==> src/rtl/sec_tick_gen.sv <==
// Front end for the seconds counter: 1 Hz srco tick, debounced run/stop toggle (enp)
// and a stretched active-low clear (clrn). All outputs come straight from flops.
module sec_tick_gen #(
    parameter int DIV       = 50000000,
    parameter int DB_CYCLES = 1000000,
    parameter int CLR_HOLD  = 4
) (
    input  logic clk,
    input  logic clr,
    input  logic btn_run,
    input  logic btn_clr,
    output logic srco,
    output logic enp,
    output logic clrn
);

    localparam int PW  = $clog2(DIV);
    localparam int DBW = $clog2(DB_CYCLES + 1);
    localparam int HW  = $clog2(CLR_HOLD + 1);

    typedef enum logic {IDLE = 1'b0, RUN = 1'b1} state_t;

    state_t         state, state_next;
    logic [1:0]     sync1, sync2, stable, stable_q;
    logic [DBW-1:0] db_cnt [2];
    logic [PW-1:0]  presc, presc_next;
    logic [HW-1:0]  hold, hold_next;
    logic           srco_next, clrn_next;
    logic           run_p, clr_p, clearing;

    // Bit 0 is the run button, bit 1 the clear button; both share the same
    // synchroniser and debounce structure.
    always_ff @(posedge clk or posedge clr) begin
        if (clr) begin
            sync1    <= '0;
            sync2    <= '0;
            stable   <= '0;
            stable_q <= '0;
            for (int i = 0; i < 2; i++) db_cnt[i] <= '0;
        end else begin
            sync1    <= {btn_clr, btn_run};
            sync2    <= sync1;
            stable_q <= stable;
            for (int i = 0; i < 2; i++) begin
                if (sync2[i] == stable[i]) begin
                    db_cnt[i] <= '0;
                end else if (db_cnt[i] == DBW'(DB_CYCLES - 1)) begin
                    stable[i] <= ~stable[i];
                    db_cnt[i] <= '0;
                end else begin
                    db_cnt[i] <= db_cnt[i] + 1'b1;
                end
            end
        end
    end

    assign run_p = stable[0] & ~stable_q[0];
    assign clr_p = stable[1] & ~stable_q[1];

    always_comb begin
        state_next = state;
        hold_next  = hold;
        presc_next = presc;
        srco_next  = 1'b0;

        if (run_p) state_next = (state == IDLE) ? RUN : IDLE;

        if (clr_p)
            hold_next = HW'(CLR_HOLD);
        else if (hold != '0)
            hold_next = hold - 1'b1;

        // The cycle carrying clr_p already counts as part of the hold, so the
        // prescaler restarts cleanly from zero when clrn returns high.
        clearing = clr_p || (hold != '0);

        if (clearing)
            presc_next = '0;
        else if (state == RUN)
            presc_next = (presc == PW'(DIV - 1)) ? '0 : presc + 1'b1;

        srco_next = (state == RUN) && !clearing && (presc == PW'(DIV - 1));
        clrn_next = (hold_next == '0);
    end

    always_ff @(posedge clk or posedge clr) begin
        if (clr) begin
            state <= IDLE;
            presc <= '0;
            hold  <= '0;
            srco  <= 1'b0;
            clrn  <= 1'b0;
        end else begin
            state <= state_next;
            presc <= presc_next;
            hold  <= hold_next;
            srco  <= srco_next;
            clrn  <= clrn_next;
        end
    end

    assign enp = (state == RUN);

endmodule

==> config.mk <==
export PLATFORM = sky130hd
export DESIGN_NAME = sec_tick_gen
export DESIGN_NICKNAME = d
export VERILOG_FILES = /design/src/rtl/sec_tick_gen.sv
export SDC_FILE = /design/constraint.sdc
export NUM_CORES = 1
export LEC_CHECK = 0
export CAP_MARGIN = 0
export CORE_MARGIN = 1
export CORE_UTILIZATION = 40
export CTS_BUF_LIST = sky130_fd_sc_hd__clkbuf_2 sky130_fd_sc_hd__clkbuf_4 sky130_fd_sc_hd__clkbuf_8
export CTS_CLUSTER_DIAMETER = 30
export CTS_CLUSTER_SIZE = 20
export DETAILED_ROUTE_END_ITERATION = 16
export GPL_TIMING_DRIVEN = 0
export PLACE_DENSITY = 0.64
export SLEW_MARGIN = 20
export SYNTH_ARGS = -nofsm -noshare
export SYNTH_HDL_FRONTEND = slang
export SYNTH_SLANG_ARGS = --single-unit
==> constraint.sdc <==
create_clock -name clk -period 4.01 [get_ports clk]
set_clock_uncertainty 0.1 [all_clocks]
set_input_delay 0.401 -clock clk [delete_from_list [all_inputs] [get_ports clk]]
set_output_delay 0.401 -clock clk [all_outputs]
set_load 0.05 [all_outputs]
======== Word-level counts from Yosys, hierarchy flattened ========
Cells that the tools add are included.
storage, ports and cells
  output and inout port bits .............. 3
  register bits ........................... 80
operators by class
  equality and inequality tests ........... 5
  mux-type cells .......................... 10
  add/subtract/negate cells ............... 4
  bitwise operators ....................... 8
  reductions and logical operators ........ 9
operators by type and width
  cell                                               number
  two-way mux 20 bit                                 4
  two-way mux 26 bit                                 3
  adder 20 x 1 -> 20 bit (second input constant)     2
  == test 20 bit (second input constant)             2
  adder 26 x 1 -> 26 bit (second input constant)     1
  == test 26 bit (second input constant)             1
  two-way mux 3 bit                                  2
  inverter 1 bit                                     6
  AND reduction 2 bit                                2
  logical NOT 3 bit                                  1
  nonzero test 3 bit                                 1
  subtractor 3 x 1 -> 3 bit (second input constant)  1
  bitwise AND 1 bit                                  2
  == test 1 bit                                      2
  logical AND 1 bit                                  2
  nonzero test 2 bit                                 1
  logical NOT 1 bit                                  1
  logical OR 1 bit                                   1
  two-way mux 1 bit                                  1

======== Logic depth before layout (Yosys ltp) ========
Gate-level depths: netlist of run 1.
  word-level depth ........................ 6
  gate-level depth with buffers ........... 8
  gate-level depth less buffers ........... 7

======== Least setup slack after synthesis of run 1 ========
No wires, ideal clock.
  path kind ............................... register -> register
  start ................................... register db_cnt[0] in the netlist's numbering
  end ..................................... register db_cnt[11] in the netlist's numbering
  data arrival time ....................... 1.699 ns
  stages on the path, launching flop included .. 9
  library setup time ...................... 0.121 ns
  setup slack ............................. 2.090 ns
  cell sequence ........................... dfrtp_1 -> ha_1 -> and3_1 -> nand3_1 -> nor4_1 -> or2_2 -> buf_2 -> buf_2 -> nor2_1
on the way
  longest elaborated chain between the ends .. 3
  elaborated cells between the ends (all ways) .. 4
ends and longest elaborated chain
  what                                                             RTL line  RTL
  start, declared                                                  25        logic [DBW-1:0] db_cnt [2];
  start signal, assigned by index                                  51        db_cnt[i] <= db_cnt[i] + 1'b1;
  adder 20 x 1 -> 20 bit / == test 20 bit (equally long branches)  51, 47
  two-way mux 20 bit (*)                                           47        end else if (db_cnt[i] == DBW'(DB_CYCLES - 1)) begin
  two-way mux 20 bit (*)                                           45        if (sync2[i] == stable[i]) begin
Every way passes the cells marked *; elsewhere a longest branch is shown, timed or not.
A chain may end at the register's enable or synchronous reset.

======== Worst setup path in the final report of run 1 ========
  start ................................... register db_cnt[0] in the netlist's numbering
  end ..................................... register db_cnt[14] in the netlist's numbering
Same word-level chain as after synthesis.

==> results.cfg, run 1 <==
[pwr]
power_leakage_uw = 0.00186
p_seq_share_pct = 55.1
p_per_area_nw_per_um2 = 327
p_int_uw = 1140
switchingPower_uw = 342
switching_share_pct = 23.0
irDropWorstVdd_mv = 0.213
p_comb_share_pct = 2.7
power.share.clock_pct = 42.2

[synth]
syn_avg_cell_area_um2 = 9.96
synth.most_common_cell = dfrtp_1
ys_types = 45
synth.area.top_cells = dfrtp_1 49%, nor2_1 5.4%, xnor2_1 4.9%
synth_area_um2 = 4080
yosysSeqAreaShare_pct = 49.0
ys_top_cells_by_count = 80 x dfrtp_1, 59 x nor2_1, 23 x xnor2_1, 22 x nand3_1, 20 x o21ai_0
synth_warnings = 0
synth.net_count = 420
syn_inst = 410
ys_ff_latch = 80
synth-edff-count = 0
synthArstFlopShare_pct = 100
synth_top_cell_area_share_pct = 49.0
synth_top_area_cell = dfrtp_1
synth_ff_type = dfrtp_1

[routing]
wirelength_mm = 8.34
ant_nets = 0
drt-initial-drc-count = 140
viasPerCell = 5.50
drc = 0
vias = 3115
avgRoutedWirePerCell_um = 14.7
dr.pass1.iters = 4

[grt]
globalRouteOverflowTotal = 0
grt_max_degree = 56
track_usage_pct = 17.9
grt_pass1_wl_mm = 14.6
grt_pass1_vias = 3110
antenna_found_initial = 0

[final_layout]
drive_above_1_share_pct = 12.5
utilization_pct = 46.3
final_nets = 438
antenna_cells = 0
syn_to_final_growth_pct = 11.3

[clock_network]
cts.sinks = 80
cts_hold_buffers = 0
htreeDepth = 3
cts_root_buf = clkbuf_8
cts_resized = 0
clock_latency_ps = 350
clockBufferDepth = 2
cts_tree = yes
clk_pin_slew_ps = 80
post_cts_buffers = 0
cts_buffers = 9

[critical_path]
crit_arrival_ps = 2420
path_class = reg -> reg
cp-start-kind = flop
worstPathRequired_ps = 4150
end_kind = flop
r2r-end = db_cnt[14]
rr_startpoint = db_cnt[0]
r2r_cells = 8
rrSetupSlack_ps = 1740
cp_max_fo = 10

[timing]
report.final.slew_viol_count = 0
finalHoldViolCount = 0
slew-limit-headroom_pct = 42.1
worstMarginPinSlew_ps = 861
finalCriticalPeriod_ps = 2270
holdWs_ps = 252
fmax_mhz = 440
finalSetupViolCount = 0
rsz0062_at_grt = false
setup_tns_ps = 0
period_share_pct = 56.7

[min_path]
hp-start = sync1[1]
holdPathEnd = sync2[1]
min_path_cells = 0
hold_path.class = reg -> reg

[floorplan]
die_width_um = 103
fp-row-count = 36
die_area_um2 = 10600
start_util_pct = 41.6
io_pins = 7
core-area_um2 = 9820
die_h_um = 103

[status]
status = complete, no violations

[job]
cap_violations = 0

[placement]
place_hpwl_mm = 5.71
numPortBuffers = 6
gp_congestion = 0.893
cells by family after synthesis:
family          after synthesis  share of synthesized area [%]
fa+ha+maj                     6                           1.84
buf+inv                      30                           3.62
mux                           4                           1.07
simple gates                197                           26.5
compound gates               52                           9.10
xor+xnor                     41                           8.80
flops                        80                           49.0
power groups by stage:
stage	logic (uW)	clock network (uW)	registers, uW
finish	40.7	626	819
global route	47.9	676	820
CTS	43.0	650	819
detailed placement	42.9	0	835
global placement	38.2	0	834
floorplan	27.2	0	834
registers in the layout, summed over array words and instances, names as in the netlist, 2 cells and up:
register / count
db_cnt: 40
presc: 26
hold: 3
stable: 2
stable_q: 2
sync1: 2
sync2: 2
per-stage QoR:
| stage | power [uW] | instance area [um2] | setup slack (ps) | instances |
|---|---|---|---|---|
| after floorplan | 861 | 4080 | 1460 | 410 |
| after global placement | 873 | 4310 | 167 | 549 |
| after detailed placement | 878 | 4340 | 1690 | 550 |
| after CTS | 1510 | 4550 | 1680 | 566 |
| after global routing | 1540 | 4550 | 1540 | 566 |
| final | 1490 | 4550 | 1740 | 566 |
routing by layer:
metal	share of wire (%)	vias to the layer above	wire, um	track usage [%]
li1	-	1516	-	-
met1	48	1525	3980	22.5
met2	47	65	3880	29.3
met3	4.4	9	365	4.61
met4	1.4	0	117	7.37
met5	0	-	0	0
critical path, cell delays in order, from the launching register on:
cell     delay (ps)
dfrtp_1         400
ha_1            220
and3_1          220
nand3_1         130
nor4_1          390
or2_2           180
buf_2           200
buf_2           260
nor2_1           70
cell usage in the layout (no fill, tap or decap), types with 10 or more instances in the layout:
cell	n
nor4b_1	13
dfrtp_1	80
nor4_1	15
nand2_1	17
a31o_2	10
nand3_1	22
xor2_1	18
xnor2_1	23
o21ai_0	20
nor2_1	59
clkbuf_8	10
inv_1	13
and3_1	12
nand4_1	13
cell type report:
cell class / count / area (um2)
Buffer: 16 / 95.1
Fill cell: 958 / 5270
Clock buffer: 11 / 145
Multi-Input combinational cell: 300 / 1930
Inverter: 14 / 55.1
Tap cell: 133 / 166
Sequential cell: 80 / 2000
Timing Repair Buffer: 7 / 87.6
Clock inverter: 5 / 61.3
worst max path at each step:
stage | start | slack [ps] | end | cells after the start
floorplan | clr | 1460 | clrn | 1
global placement | clr | 170 | presc[6] | 2
detailed placement | db_cnt[0] | 1690 | db_cnt[15] | 8
CTS | db_cnt[0] | 1680 | db_cnt[14] | 8
global route | db_cnt[0] | 1540 | db_cnt[12] | 8
finish | db_cnt[0] | 1740 | db_cnt[14] | 8
Note: power is estimated with default switching activity, not from simulation.
==> inputs of run 2 (changes only) <==
Settings changed: PLACE_DENSITY 0.64 to 0.66.
Clock period 4.01 ns to 1.8 ns, I/O delays scaled along.
==> run 2 against run 1 <==
  * The run now ends with setup timing left
  * Non-clock buffer count rose by 49
  * Register-to-register slack got worse by 2000 ps
  * Final area rose by 20%
  * Count of clock-buffer cells in the layout fell by 1
  * Worst setup slack got worse by 2000 ps
  * First-iteration DRC count rose by 10%
  * Routed wire length rose by 23%
  * Cell count rose by 8.7%
  * Flip-flop and latch count did not move
  * Die area did not move
  * Power rose by 130%
  * Highest routed layer unchanged
==> results.cfg, run 2 (synthesis results as in run 1) <==
[clock_network]
cts_root_buf = clkbuf_8
htreeDepth = 3
clock_latency_ps = 360
clockBufferDepth = 2
cts_buffers = 9
cts.sinks = 80
clk_pin_slew_ps = 100
cts_tree = yes

[pwr]
switching_share_pct = 23.8
power.share.clock_pct = 41.8
p_int_uw = 2570
p_per_area_nw_per_um2 = 620
switchingPower_uw = 803
p_comb_share_pct = 4.3
p_seq_share_pct = 53.9
power_leakage_uw = 0.00229
irDropWorstVdd_mv = 0.765

[routing]
dr.pass1.iters = 4
vias = 3415
wirelength_mm = 10.2
ant_nets = 0
drt-initial-drc-count = 154
avgRoutedWirePerCell_um = 16.7
viasPerCell = 5.55
drc = 0

[final_layout]
top_regs = db_cnt (40), presc (26), hold (3)
final_common_cell = dfrtp_1
largest_reg_flops = 40
syn_to_final_growth_pct = 33.4
utilization_pct = 55.5
layout_common_cells = 72 x dfrtp_1, 42 x nor2_1, 42 x buf_4
regMostFlops = db_cnt
antenna_cells = 0
drive_above_1_share_pct = 35.3
final_nets = 487
nFillCells = 847

[timing]
rsz0062_at_grt = true
slew-limit-headroom_pct = 64.6
finalSetupViolCount = 29
report.final.slew_viol_count = 0
fin_ws_ps = -305
period_share_pct = 117
fmax_mhz = 475
worstMarginPinSlew_ps = 531
finalHoldViolCount = 0
holdWs_ps = 103
finalCriticalPeriod_ps = 2110

[critical_path]
cp-start-kind = flop
worstPathRequired_ps = 1940
cp_max_fo = 9
crit_arrival_ps = 2250
path_class = reg -> reg
r2r_cells = 9
end_kind = flop

[grt]
track_usage_pct = 19.9
grt_pass1_vias = 3422
globalRouteOverflowTotal = 0
grt_max_degree = 31
antenna_found_initial = 0
grt_pass1_wl_mm = 16.4

[floorplan]
die_area_um2 = 10600
core-area_um2 = 9820
start_util_pct = 41.6
die_h_um = 103
fp-row-count = 36
die_width_um = 103
io_pins = 7

[placement]
numPortBuffers = 6
place_hpwl_mm = 5.71
gp_congestion = 0.889

[min_path]
hold_path.class = in -> async

[status]
status = finished, violations left
failed_checks = setup timing

[job]
cap_violations = 0
==> run 2: changes by cell type in the layout (fill, tap and decap cells not counted), sizes merged <==
cell | before | now
clkbuf | 16 | 14
buf | 12 | 62
dlygate4sd2 | 0 | 1
dlymetal6s2s | 0 | 1
inv | 17 | 16
clkdlybuf4s50 | 6 | 4
clkinvlp | 0 | 2
==> run 2: path summary, 6_finish.rpt <==
kind | start | to | slack (ps)
max in group asynchronous | clr | db_cnt[7] | 730
hold reg to reg | sync1[0] | sync2[0] | 250
min in group clk | btn_clr | sync1[1] | 160
setup reg to reg | presc[1] | presc[11] | -310
setup / recovery | presc[1] | presc[11] | -310
hold / removal | clr | db_cnt[28] | 100
==> run 2: cell type report <==
cell class	count	area [um2]	share of cell area (%)
multi-input cells	300	2320	42.6
flip-flops and latches	80	2010	36.9
repair buffers	58	547	10.0
well taps	133	166	3.06
clock buffers	10	138	2.53
plain buffers	14	136	2.50
clock inverters	6	72.6	1.33
inverters	14	56.3	1.03
==> run 2: power by group through the flow <==
stage / combinational [uW] / sequential (uW) / clock (uW)
finish: 146 / 1820 / 1410
global route: 166 / 1820 / 1530
CTS: 137 / 1820 / 1440
detailed placement: 99.0 / 1860 / 0
global placement: 87.4 / 1860 / 0
floorplan: 62.1 / 1860 / 0
==> run 2: what timing repair did <==
| action | in CTS | in global routing |
|---|---|---|
| pin swaps | 23 | 27 |
| endpoints found under the setup margin | 57 | 48 |
| gates cloned | 5 | 0 |
| setup buffers | 26 | 19 |
| hold buffers | 0 | 0 |
| gates resized for setup | 66 | 55 |
==> run 2: through the flow <==
step | TNS [ps] | setup slack, ps | cells | instance area, um2 | power, uW
2_1_floorplan | -258 | -36.5 | 410 | 4160 | 1920
3_3_place_gp | -37300 | -362 | 549 | 4390 | 1950
3_5_place_dp | -12410 | -356 | 551 | 4430 | 1960
4_1_cts | -3370 | -156 | 596 | 5110 | 3400
5_1_grt | -8840 | -354 | 615 | 5450 | 3520
6_report | -6480 | -305 | 615 | 5450 | 3380
==> run 2: routing by layer <==
metal	routed length, um	vias to the layer above	global-route usage [%]	part of all wire, %
li1	-	1604	-	-
met1	4280	1701	25.0	42
met3	468	20	4.88	4.6
met4	197	0	6.83	1.9
met5	0	-	0	0
met2	5300	90	33.4	52
==> run 2: critical path: stages, from the launching register on <==
cell,delay (ps)
dfrtp_1,430
ha_2,200
and3_4,210
nand4_1,160
buf_6,190
nor2_4,140
buf_12,130
buf_8,120
nor2_4,70
a32o_2,250
==> inputs of run 3 (changes only) <==
Settings changed: ABC_CLOCK_PERIOD_IN_PS set to 1800, GPL_TIMING_DRIVEN 0 to not set.
==> run 3 against run 2 <==
  * The run still ends with setup timing left
  * Hold slack got worse by 1.4 ps
  * Via count rose by 4.9%
  * Critical endpoint is now presc[16]
  * Clock power fell by 4%
==> results.cfg, run 3 (synthesis results as in run 1) <==
[floorplan]
io_pins = 7
die_area_um2 = 10600
core-area_um2 = 9820
fp-row-count = 36
die_width_um = 103
start_util_pct = 41.6
die_h_um = 103

[critical_path]
path_class = reg -> reg
end_kind = flop
crit_arrival_ps = 2130
critPathLaunch = presc[18]
cp_max_fo = 7
worstPathRequired_ps = 1930
rr_startpoint = presc[18]
cp-start-kind = flop

[clock_network]
htreeDepth = 3
cts_tree = yes
cts.sinks = 80
cts_hold_buffers = 0
cts_root_buf = clkbuf_8
clockBufferDepth = 2
clk_pin_slew_ps = 90
cts_buffers = 9
clock_latency_ps = 350

[grt]
grt_pass1_vias = 3548
grt_pass1_wl_mm = 16.3
antenna_found_initial = 0
globalRouteOverflowTotal = 0
grt_max_degree = 27
track_usage_pct = 19.9

[routing]
avgRoutedWirePerCell_um = 16.0
drc = 0
drt-initial-drc-count = 188
ant_nets = 0
vias = 3581
viasPerCell = 5.56
dr.pass1.iters = 4
wirelength_mm = 10.3

[timing]
fin_ws_ps = -201
report.final.slew_viol_count = 0
finalHoldViolCount = 0
worstMarginPinSlew_ps = 495
holdWs_ps = 102
rsz0062_at_grt = true
finalCriticalPeriod_ps = 2000
period_share_pct = 111
fmax_mhz = 500
finalSetupViolCount = 34
slew-limit-headroom_pct = 66.9

[placement]
numPortBuffers = 6
place_hpwl_mm = 6.21
gp_congestion = 0.898

[final_layout]
antenna_cells = 0
largest_reg_flops = 40
top_regs = db_cnt (40), presc (26), hold (3)
final_nets = 516
layout_common_cells = 80 x dfrtp_1, 75 x buf_4, 41 x nor2_1
regMostFlops = db_cnt
drive_above_1_share_pct = 40.7
final_common_cell = dfrtp_1
syn_to_final_growth_pct = 42.4

[pwr]
total_power_uw = 3340
power_leakage_uw = 0.00242
irDropWorstVdd_mv = 0.446
p_per_area_nw_per_um2 = 574

[min_path]
hold_path.class = in -> async

[job]
cap_violations = 0

[status]
status = finished, violations left
failed_checks = setup timing
[run 3: cell count changes in the layout (fill, tap and decap cells not counted), sizes merged]
cell / previous run / this run
clkinvlp: 2 / 5
inv: 16 / 14
nor2: 60 / 61
buf: 62 / 92
clkdlybuf4s50: 4 / 5
dlygate4sd2: 1 / 0
clkinv: 1 / 0
dlymetal6s2s: 1 / 0
clkbuf: 14 / 12
bufbuf: 0 / 1
[run 3: per-stage QoR]
stage | setup TNS, ps | util, % | setup WS (ps) | instances | instance area, um2
floorplan | -258 | - | -36.5 | 410 | 4160
global placement | -4020 | 49.9 | -237 | 606 | 4900
detailed placement | -5070 | 49.9 | -326 | 606 | 4900
CTS | -2110 | 55.2 | -116 | 635 | 5430
global route | -6790 | 59.2 | -284 | 644 | 5820
finish | -4160 | 59.2 | -201 | 644 | 5820
[run 3: layout make-up]
class | instances | area (um2)
fillers | 840 | 4000
well taps | 133 | 166
inverters | 14 | 56.3
clock inverters | 6 | 68.8
repair buffers | 100 | 952
multi-input cells | 301 | 2440
clock buffers | 10 | 131
flip-flops and latches | 80 | 2000
[run 3: path summary, 6_finish.rpt]
kind / endpoint / slack, ps / depth (start not counted)
max: presc[16] / -200 / 7
min: db_cnt[16] / 100 / 2
max reg2reg: presc[16] / -200 / 7
min reg2reg: sync2[0] / 250 / 0
max in group asynchronous: presc[16] / 1000 / 3
min in group clk: sync1[1] / 170 / 1
[run 3: per-layer routing]
layer  vias to the layer above  track usage [%]  part of all wire [%]
met1                      1791             25.6                    43
met4                         0             9.53                   2.4
li1                       1672                -                     -
met3                        27             4.20                   4.1
met5                         -                0                     0
met2                        91             32.0                    50
[run 3: power breakdown]
| group | switching (uW) | internal, uW | leakage, uW | total, uW |
|---|---|---|---|---|
| combinational | 84.5 | 70.8 | 0.00123 | 155 |
| sequential | 12.7 | 1810 | 0.00110 | 1820 |
| clock | 696 | 662 | 0.0000886 | 1360 |
| total | 794 | 2540 | 0.00242 | 3340 |
[run 3: what timing repair did]
item,in CTS,in global routing
pin swaps,29,35
endpoints found under the setup margin,23,66
gates cloned,3,4
setup buffers,10,6
resized for setup,47,71
[run 3: worst max-delay path, stage by stage (launching register included)]
cell and delay [ps]:
dfrtp_1 410, nor4b_2 310, nand4_1 220, buf_4 220, nor2_4 140, buf_6 160
o21ai_1 80, a32o_1 250
